`src/rtl/pd_pkg.sv`:
```
// Shared types and constants for the multi-pattern serial detector.
// Slot configuration is carried at full 32-bit width; each instance uses the low MAX_LEN bits.
package pd_pkg;

    localparam int PD_MAX_LEN_DEF = 8;
    localparam int PD_NUM_PAT_DEF = 4;
    localparam int PD_CNT_W_DEF   = 8;

    localparam int PD_MAX_W = 32;
    localparam int PD_LEN_W = 6;

    // Index and length fields: $clog2(n), but never narrower than one bit.
    function automatic int pd_width(input int n);
        int w;
        w = $clog2(n);
        return (w < 1) ? 1 : w;
    endfunction

    typedef struct packed {
        logic [PD_MAX_W-1:0] pattern;
        logic [PD_MAX_W-1:0] mask;
        logic [PD_LEN_W-1:0] len;
    } pd_slot_cfg_t;

endpackage

```
`src/rtl/pattern_detector_multi_slot.sv`:
```
// One pattern slot: configuration registers plus the masked compare and eligibility check.
// The hit output is combinational; the top gates it with in_valid and registers it.
module pd_slot
    import pd_pkg::*;
#(
    parameter int MAX_LEN = PD_MAX_LEN_DEF,
    parameter int LEN_W   = pd_width(MAX_LEN + 1)
) (
    input  logic               clk,
    input  logic               i_reset,
    input  logic               i_we,
    input  pd_slot_cfg_t       i_cfg,
    input  logic [MAX_LEN-1:0] i_hist_next,
    input  logic [LEN_W-1:0]   i_fill_next,
    output logic               o_hit
);

    pd_slot_cfg_t        r_cfg;
    logic [PD_MAX_W-1:0] w_hist;
    logic [PD_LEN_W-1:0] w_fill;
    logic                w_eq;

    always_ff @(posedge clk) begin
        if (!i_reset) begin
            r_cfg.pattern <= '0;
            r_cfg.mask    <= '1;
            r_cfg.len     <= '0;
        end else if (i_we) begin
            r_cfg <= i_cfg;
        end
    end

    // Only bit positions below len take part; mask bits above it are ignored.
    always_comb begin
        w_hist = '0;
        w_hist[MAX_LEN-1:0] = i_hist_next;
        w_fill = '0;
        w_fill[LEN_W-1:0] = i_fill_next;
        w_eq = 1'b1;
        for (int i = 0; i < PD_MAX_W; i++) begin
            if ((PD_LEN_W'(i) < r_cfg.len) && r_cfg.mask[i] && (w_hist[i] != r_cfg.pattern[i]))
                w_eq = 1'b0;
        end
        o_hit = (r_cfg.len != '0) && (w_fill >= r_cfg.len) && w_eq;
    end

endmodule

```
`src/rtl/pattern_detector_multi.sv`:
```
// Serial detector matching one bit stream against NUM_PAT programmable, masked patterns.
// Optional match counter (ports count_clr, match_count) is built when PD_MATCH_COUNT_EN is defined.
module pattern_detector_multi
    import pd_pkg::*;
#(
    parameter int  MAX_LEN = PD_MAX_LEN_DEF,
    parameter int  NUM_PAT = PD_NUM_PAT_DEF,
    parameter int  CNT_W   = PD_CNT_W_DEF,
    localparam int IDX_W   = pd_width(NUM_PAT),
    localparam int LEN_W   = pd_width(MAX_LEN + 1)
) (
    input  logic               clk,
    input  logic               reset,
    input  logic               in_valid,
    input  logic               in_bit,
    input  logic               overlap,
    input  logic               cfg_we,
    input  logic [IDX_W-1:0]   cfg_idx,
    input  logic [MAX_LEN-1:0] cfg_pattern,
    input  logic [MAX_LEN-1:0] cfg_mask,
    input  logic [LEN_W-1:0]   cfg_len,
    output logic [NUM_PAT-1:0] match_vec,
    output logic               z
`ifdef PD_MATCH_COUNT_EN
    ,
    input  logic               count_clr,
    output logic [CNT_W-1:0]   match_count
`endif
);

    if (MAX_LEN < 2 || MAX_LEN > 32 || NUM_PAT < 1 || NUM_PAT > 16 || CNT_W < 1) begin : g_bad_params
        $error("pattern_detector_multi: parameter out of range");
    end

    logic [MAX_LEN-1:0] r_hist;
    logic [MAX_LEN-1:0] w_hist_next;
    logic [LEN_W-1:0]   r_fill;
    logic [LEN_W-1:0]   w_fill_next;
    logic [NUM_PAT-1:0] w_hit;
    logic [NUM_PAT-1:0] w_match_next;
    logic [NUM_PAT-1:0] r_match;
    logic               r_z;
    pd_slot_cfg_t       w_cfg;

    always_comb begin
        w_hist_next  = {r_hist[MAX_LEN-2:0], in_bit};
        w_fill_next  = (r_fill == LEN_W'(MAX_LEN)) ? r_fill : r_fill + LEN_W'(1);
        w_match_next = in_valid ? w_hit : '0;

        w_cfg = '0;
        w_cfg.pattern[MAX_LEN-1:0] = cfg_pattern;
        w_cfg.mask[MAX_LEN-1:0]    = cfg_mask;
        w_cfg.len[LEN_W-1:0]       = (cfg_len > LEN_W'(MAX_LEN)) ? LEN_W'(MAX_LEN) : cfg_len;
    end

    // Out-of-range indices decode to no slot, so such writes fall away naturally.
    for (genvar k = 0; k < NUM_PAT; k++) begin : g_slot
        pd_slot #(
            .MAX_LEN (MAX_LEN),
            .LEN_W   (LEN_W)
        ) u_slot (
            .clk         (clk),
            .i_reset     (reset),
            .i_we        (cfg_we && (cfg_idx == IDX_W'(k))),
            .i_cfg       (w_cfg),
            .i_hist_next (w_hist_next),
            .i_fill_next (w_fill_next),
            .o_hit       (w_hit[k])
        );
    end

    // Non-overlapping mode restarts the fill count so every next match needs fresh bits.
    always_ff @(posedge clk) begin
        if (!reset) begin
            r_hist  <= '0;
            r_fill  <= '0;
            r_match <= '0;
            r_z     <= 1'b0;
        end else begin
            r_match <= w_match_next;
            r_z     <= |w_match_next;
            if (in_valid) begin
                r_hist <= w_hist_next;
                r_fill <= (!overlap && (|w_hit)) ? '0 : w_fill_next;
            end
        end
    end

    assign match_vec = r_match;
    assign z         = r_z;

`ifdef PD_MATCH_COUNT_EN
    logic [CNT_W-1:0] r_cnt;

    always_ff @(posedge clk) begin
        if (!reset) begin
            r_cnt <= '0;
        end else if (count_clr) begin
            r_cnt <= '0;
        end else if ((|w_match_next) && (r_cnt != '1)) begin
            r_cnt <= r_cnt + CNT_W'(1);
        end
    end

    assign match_count = r_cnt;
`endif

endmodule
```
`config.mk`:
```
export PLATFORM = sky130hd
export DESIGN_NAME = pattern_detector_multi
export DESIGN_NICKNAME = d
export VERILOG_FILES = /design/src/rtl/pd_pkg.sv /design/src/rtl/pattern_detector_multi_slot.sv /design/src/rtl/pattern_detector_multi.sv
export SDC_FILE = /design/constraint.sdc
export NUM_CORES = 1
export LEC_CHECK = 0
export CAP_MARGIN = 0
export CORE_UTILIZATION = 59
export CTS_CLUSTER_SIZE = 30
export DETAILED_ROUTE_END_ITERATION = 6
export GPL_ROUTABILITY_DRIVEN = 0
export PLACE_DENSITY = 0.82
export SETUP_SLACK_MARGIN = 0.4
export SLEW_MARGIN = 5
export SYNTH_ARGS = -nofsm -noshare
export SYNTH_HDL_FRONTEND = slang
export SYNTH_SLANG_ARGS = --single-unit
```
`constraint.sdc`:
```
create_clock -name clk -period 2.8 [get_ports clk]
set_input_delay 0.56 -clock clk [delete_from_list [all_inputs] [get_ports clk]]
set_output_delay 0.56 -clock clk [all_outputs]
set_load 0.005 [all_outputs]
```
==> summary.md, run 1 <==
| Metric | Value |
|---|---|
| Port bufs | `32` |
| Worst Path Max Fanout | `6` |
| Clock Skew | `7.95 ps` |
| FF-to-FF path depth | `10` |
| Final clock period utilization by the worst path | `89.9%` |
| Synth area leaders | `dfxtp_1 (41%), nand2_1 (14%), a21boi_0 (7.7%)` |
| Critical path data required time | `3110 ps` |
| Worst Hold Depth | `2` |
| Top FF cell, synth | `dfxtp_1` |
| Leakage | `2.15 nW` |
| I/O pin cnt | `33` |
| Via count | `4255` |
| Clk slew on worst S/H paths | `approximately 100 ps` |
| Syn. warnings | `0` |
| Initial Util | `61.0%` |
| Delay-heaviest family, CP | `simple AND/OR/NAND/NOR gates` |
| Post-synthesis instance total | `587` |
| Max_cap viols | `0` |
| Core footprint | `between 0.007 and 0.008 mm²` |
| Wire per inst | `18.2 µm` |
| Setup crit start kind | `flop` |
| Mapped Avg Cell Area | `7.98 µm²` |
| Worst-Skew Late Latency | `360 ps` |
| Relative slew margins | `61.8%` |
| Worst Hold End | `g_slot[1].u_slot.r_cfg[6]` |
| Drt drc | `0` |
| TritonCTS Sinks | `96` |
| Layout cell share with drive strength beyond 1 | `10.5%` |
| Largest net degree at the start of global routing | `33` |
| Max Buffers Root-to-Sink | `2` |
| Die area | `roughly 0.0083 mm²` |
| Max H-tree Level | `3` |
| WP buf/inv | `0` |
| Maximum vdd drop | `between 200 and 300 µV` |
| GRT Total Usage | `approximately 32%` |
| DR iter-0 viols | `approximately 470` |
| Row count | `32` |
| CP Capture Type | `flop` |
| Worst slew pin tran | `approximately 570 ps` |
| PwrDens | `just over 500 mW/mm²` |
| Post-synthesis cell area | `0.00469 mm²` |
| Total gr overflow | `0` |
| Critical path arrival | `2830 ps` |
| Status | `completed` |
| Initial antenna violation count | `0` |
| Number of routed nets with antenna violations | `0` |
| Synth-to-Final Area Change | `17.2%` |
| Placed cell count | `692` |
| Total CTS buffers | `9` |
| Number of global-route vias before repair | `4010` |
| Netlist cell types | `slightly above 50` |
| Crit Path Class | `flop to flop` |
| Drt total wl | `13000 µm` |
| Min Tclk post-route | `2520 ps` |
| Post-Synthesis Net Count | `633` |
| Pins over their slew limit | `0` |
| Flip-flop and latch count after synthesis | `96` |
| Register area share after synthesis | `41.0%` |
| 1st-pass router iterations | `5` |
| Final Hold Viols | `0` |
| Final setup viols | `0` |
| Post-route insts no fill | `714` |
| Cts hold-fix bufs | `0` |
| Worst Hold Class | `flop to flop` |
| Leading area contributor after synthesis | `dfxtp_1` |
| Die Ht | `91.1 µm` |
| Reg2Reg Setup Slack | `~280 ps` |
| Drt via density | `5.96` |
| Worst reg2reg path startpoint | `r_fill[0]` |
| Worst path slowest cell | `or4_4` |
| Root Buffer | `clkbuf_8` |
| Worst-path cell chain | `ha_1 > nand3_2 > o21ai_4 > ha_4 > o21a_1 > o22ai_1 > or3_4 > or4_4 > nand4_4 > and2b_1` |
| Hold path startpoint | `g_slot[1].u_slot.r_cfg[6]` |
| Post-synth top area share | `41.0%` |
| RR Endpoint | `z` |
| Die Wd | `91.1 µm` |
| RSZ-0062 raised after global routing | `true` |
| Filler cell count | `610` |
| CTS tree | `built` |
| First-pass GRT wire length | `20700 µm` |
| Synth async-reset ratio | `0%` |
| Post-route setup TNS | `0 ps` |
| Peak Freq | `397 MHz` |
| DP HPWL | `8930 µm` |
| Worst path max stage delay | `520 ps` |
| Post-synth EDFFs | `0` |
| # nets final | `653` |
| N_diodes | `0` |
==> worst min-delay path: stages, from the launching register on <==
cell     delay (ps)
dfxtp_1         330
nand2_1          50
nand3_1          60
==> how the worst max path moves through the flow <==
stage               cells after the start      start         to
floorplan                              12  r_fill[0]  r_fill[1]
global placement                       12  r_fill[0]          z
detailed placement                     12  r_fill[1]          z
CTS                                    12  r_fill[1]          z
global route                           12  r_fill[1]  r_fill[0]
finish                                 10  r_fill[0]          z
==> layer usage <==
| layer | wire length (µm) | share of wire (%) | track usage (%) | vias to the layer above |
|---|---|---|---|---|
| met2 | 6070 | 47 | 52.6 | 206 |
| met1 | 5530 | 43 | 42.3 | 2001 |
| met5 | 0 | 0 | 0 | - |
| li1 | - | - | - | 2015 |
| met3 | 956 | 7.4 | 5.95 | 33 |
| met4 | 427 | 3.3 | 13.1 | 0 |
==> cells by family (layout without fill, tap and decap cells) <==
family          after synthesis  in the layout  synth area share (%)
buf+inv                      59             84                  4.89
fa+ha+maj                    18             18                  4.81
xor+xnor                     36             36                  6.73
compound gates              108            108                  16.4
mux                           7              7                  1.49
flops                        96             96                  41.0
simple gates                263            263                  24.7
==> registers in the layout (all words and copies together), names as in the netlist <==
register / cells
r_hist: 7
z: 1
match_vec: 4
g_slot.u_slot.r_cfg: 80
r_fill: 4
==> stage by stage <==
step	util (%)	power [W]	hold WS, ps	instance area (µm²)	setup slack (ps)
final	71.5	0.00284	472	5490	283
after global routing	71.5	0.00295	496	5490	199
after CTS	70.6	0.00279	473	5420	329
after detailed placement	66.3	0.00190	452	5100	57.4
after global placement	66.3	0.00188	443	5100	291
after floorplan	-	0.00174	432	4720	410
==> placed cells by master, fill, tap and decap left out, types with 3 or more instances in the layout <==
cell type        count
nand2_1            176
dfxtp_1             93
a21boi_0            48
nand3_1             39
clkdlybuf4s50_1     31
xor2_1              23
buf_4               18
inv_1               15
ha_1                14
xnor2_1             12
o21ai_0             11
nor2b_1             11
clkbuf_8            10
a21oi_1              8
mux2i_1              7
nor2_1               6
a31oi_1              6
o22ai_1              5
ha_4                 4
nor4_1               3
o21a_1               3
a2111oi_2            3
clkinvlp_4           3
==> layout make-up <==
class	instances	area, µm²	area share (%)
clock buffer	11	141	2.57
clock inverter	5	40.0	0.729
inverter	17	71.3	1.30
multi-input combinational	432	2720	49.5
sequential	96	1930	35.1
tap	102	128	2.32
timing repair buffer	51	462	8.41
==> report_power, final <==
part	total [W]	switching, W	leakage, nW	internal (W)
combinational	0.000511	0.000264	1.28	0.000247
clock	0.000860	0.000507	0.0822	0.000353
sequential	0.00147	0.0000463	0.784	0.00142
total	0.00284	0.000817	2.15	0.00202
==> cells in the mapped netlist (3+ instances only) <==
master	instances
a2111oi_0	4
a21boi_0	48
a21oi_1	8
a31oi_1	6
clkbuf_1	41
dfxtp_1	96
ha_1	18
inv_1	17
mux2i_1	7
nand2_1	177
nand2b_1	4
nand3_1	41
nor2_1	7
nor2b_1	11
nor4_1	3
o21a_1	3
o21ai_0	12
o22ai_1	5
xnor2_1	13
xor2_1	23
==> what timing repair did <==
item	4_1_cts	5_1_grt
cloned	0	0
gates resized for setup	23	11
buffers inserted	6	0
pin swaps	12	2
setup endpoints to repair	7	8
(Power assumes the default switching activity.)
==> run 2: changes to the inputs <==
- CORE_UTILIZATION: 59 -> 35
- PLACE_DENSITY: 0.82 -> 0.54
==> summary.md, run 2 (same netlist as run 1, synthesis figures left out) <==
| Metric | Value |
|---|---|
| Largest net degree at the start of global routing | `43 (was 33)` |
| Worst path max stage delay | `550 ps (was 520 ps)` |
| Via count | `4087 (was 4255)` |
| Worst Hold Class | `flop to flop (unchanged)` |
| Worst slew pin tran | `569 ps (was 573 ps)` |
| TritonCTS Sinks | `96 (unchanged)` |
| Number of global-route vias before repair | `3966 (was 4010)` |
| Post-placement cell area | `0.00519 mm² (was 0.00510 mm²)` |
| Max H-tree Level | `3 (unchanged)` |
| Drt total wl | `14000 µm (was 13000 µm)` |
| Die Ht | `118 µm (was 91.1 µm)` |
| Largest reg by FF count | `g_slot.u_slot.r_cfg (unchanged)` |
| Delay-heaviest family, CP | `simple AND/OR/NAND/NOR gates (unchanged)` |
| Biggest regs | `g_slot.u_slot.r_cfg (80), r_hist (7) (unchanged)` |
| Critical path arrival | `2760 ps (was 2830 ps)` |
| Number of routed nets with antenna violations | `0 (unchanged)` |
| Final setup viols | `0 (unchanged)` |
| Total CTS buffers | `9 (unchanged)` |
| Pins over their slew limit | `0 (unchanged)` |
| M2 GR Usage | `33.2% (was 52.6%)` |
| Crit Path Class | `flop to flop (unchanged)` |
| Drt drc | `0 (unchanged)` |
| Peak Freq | `394 MHz (was 397 MHz)` |
| Max Buffers Root-to-Sink | `2 (unchanged)` |
| Min Tclk post-route | `2540 ps (was 2520 ps)` |
| Global routing usage on met1 | `27.6% (was 42.3%)` |
| Drt via density | `5.21 (was 5.96)` |
| First-pass GRT wire length | `21700 µm (was 20700 µm)` |
| Die area | `0.0139 mm² (was 0.00830 mm²)` |
| Synth-to-Final Area Change | `21.2% (was 17.2%)` |
| Post-route setup TNS | `0 ps (unchanged)` |
| Post-route insts no fill | `785 (was 714)` |
| # nets final | `655 (was 653)` |
| Hold path startpoint | `g_slot[0].u_slot.r_cfg[8] (was g_slot[1].u_slot.r_cfg[6])` |
| Worst reg2reg path startpoint | `r_fill[0] (unchanged)` |
| Highest-count cells in the layout ignoring fill and taps | `nand2_1 (176), dfxtp_1 (93), a21boi_0 (48) (unchanged)` |
| Relative slew margins | `62.1% (was 61.8%)` |
| Most common cell after layout, fill and taps aside | `nand2_1 (unchanged)` |
| Die Wd | `118 µm (was 91.1 µm)` |
| DR iter-0 viols | `291 (was 465)` |
| Setup crit start kind | `flop (unchanged)` |
| Leakage | `2.22 nW (was 2.15 nW)` |
| Worst path slowest cell | `or4_4 (unchanged)` |
| Initial Util | `36.5% (was 61.0%)` |
| Clk slew on worst S/H paths | `60 ps (was 100 ps)` |
| N_diodes | `0 (unchanged)` |
| I/O pin cnt | `33 (unchanged)` |
| 1st-pass router iterations | `5 (unchanged)` |
| WP buf/inv | `2 (was 0)` |
| Layout cell share with drive strength beyond 1 | `10.1% (was 10.5%)` |
| CP Capture Type | `flop (unchanged)` |
| GRT Total Usage | `20.7% (was 32.3%)` |
| Worst Path Max Fanout | `5 (was 6)` |
| Row count | `41 (was 32)` |
| Root Buffer | `clkbuf_16 (was clkbuf_8)` |
| Crit. Startpoint | `r_fill[0] (unchanged)` |
| Place WS | `122 ps (was 57.4 ps)` |
| Final worst slack | `264 ps (was 283 ps)` |
| Core footprint | `0.0128 mm² (was 0.00769 mm²)` |
| Status | `completed (unchanged)` |
| Maximum vdd drop | `321 µV (was 286 µV)` |
| Initial antenna violation count | `0 (unchanged)` |
| Most Crowded Layer GR | `met2 (unchanged)` |
| Fin area | `0.00568 mm² (was 0.00549 mm²)` |
| DP HPWL | `9880 µm (was 8930 µm)` |
| Hold slack | `464 ps (was 472 ps)` |
| Worst-Skew Late Latency | `350 ps (was 360 ps)` |
| Wire per inst | `17.8 µm (was 18.2 µm)` |
| Worst path most repeated cell | `ha_4` |
| Clock Skew | `9.58 ps (was 7.95 ps)` |
| Max_cap viols | `0 (unchanged)` |
| Max reg flops | `80 (unchanged)` |
| Worst-path cell chain | `inv_4 > ha_4 > nand2_4 > nor2_4 > xnor2_2 > buf_6 > ha_4 > nand2b_4 > a2111oi_2 > or3_1 > or4_4 > nand4_4 > o21ai_1 (was ha_1 > nand3_2 > o21ai_4 > ha_4 > o21a_1 > o22ai_1 > or3_4 > or4_4 > nand4_4 > and2b_1)` |
| Total gr overflow | `0 (unchanged)` |
| PwrDens | `578 mW/mm² (was 516 mW/mm²)` |
| GRT met3 Usage | `3.88% (was 5.95%)` |
| Placed cell count | `763 (was 692)` |
| RSZ-0062 raised after global routing | `true (unchanged)` |
| Final Hold Viols | `0 (unchanged)` |
| CTS tree | `built (unchanged)` |
| Final clock period utilization by the worst path | `90.6% (was 89.9%)` |
| Critical path data required time | `3030 ps (was 3110 ps)` |
| Port bufs | `32 (unchanged)` |
-- run 2: cell types whose count changed in the layout (fill, tap and decap cells not counted), moves of 2 or more --
cell,change
bufinv_16,+2
clkbuf_8,-9
clkbuf_16,+9
inv_6,-2
clkinvlp_4,-2
buf_4,+2
-- run 2: stage by stage --
step	total power [W]	util (%)
2_1_floorplan	0.00174	-
3_3_place_gp	0.00189	40.5
3_5_place_dp	0.00191	40.5
4_1_cts	0.00327	44.0
5_1_grt	0.00341	44.3
6_report	0.00328	44.3
-- run 2: layout make-up --
cell class                 count  area (µm²)
tap                          172         215
fill                        1310        7140
sequential                    96        1930
clock buffer                  10         239
multi-input combinational    432        2670
clock inverter                 5        81.3
timing repair buffer          53         477
inverter                      17        66.3
-- run 2: worst register-to-register path: cells and delay by family (launching register included) --
kind,cells,cell delay (ps)
DFF,1,390
and+or+nand+nor,6,1190
AOI/OAI and AO/OA,2,130
adders and majority gates,2,410
xor gates and xnor gates,1,120
buffers and inverters,2,190
-- run 2: routing by layer --
metal	part of all wire (%)	up-vias
met5	0	-
met4	2.2	0
met3	4.3	21
met2	47	100
met1	47	1949
li1	-	2017
-- run 2: path summary, 6_finish.rpt --
check,end,slack (ps),cells after the start
worst min-delay path,g_slot[0].u_slot.r_cfg[8],460,2
worst max-delay path,r_fill[1],260,13
worst min register to register,g_slot[0].u_slot.r_cfg[8],460,2
worst max register to register,r_fill[1],260,13
-- run 2: repair_timing --
action,4_1_cts,5_1_grt
pin swaps,6,2
setup endpoints to repair,7,9
gates resized for setup,16,9
hold buffers,0,0
setup buffers,6,1
gates cloned,0,0
-- run 2: report_power, final --
part           switching [W]  total (W)  internal (W)
Sequential         0.0000433    0.00146       0.00142
Clock               0.000535    0.00134      0.000802
Combinational       0.000254   0.000484      0.000230
Total               0.000832    0.00328       0.00245
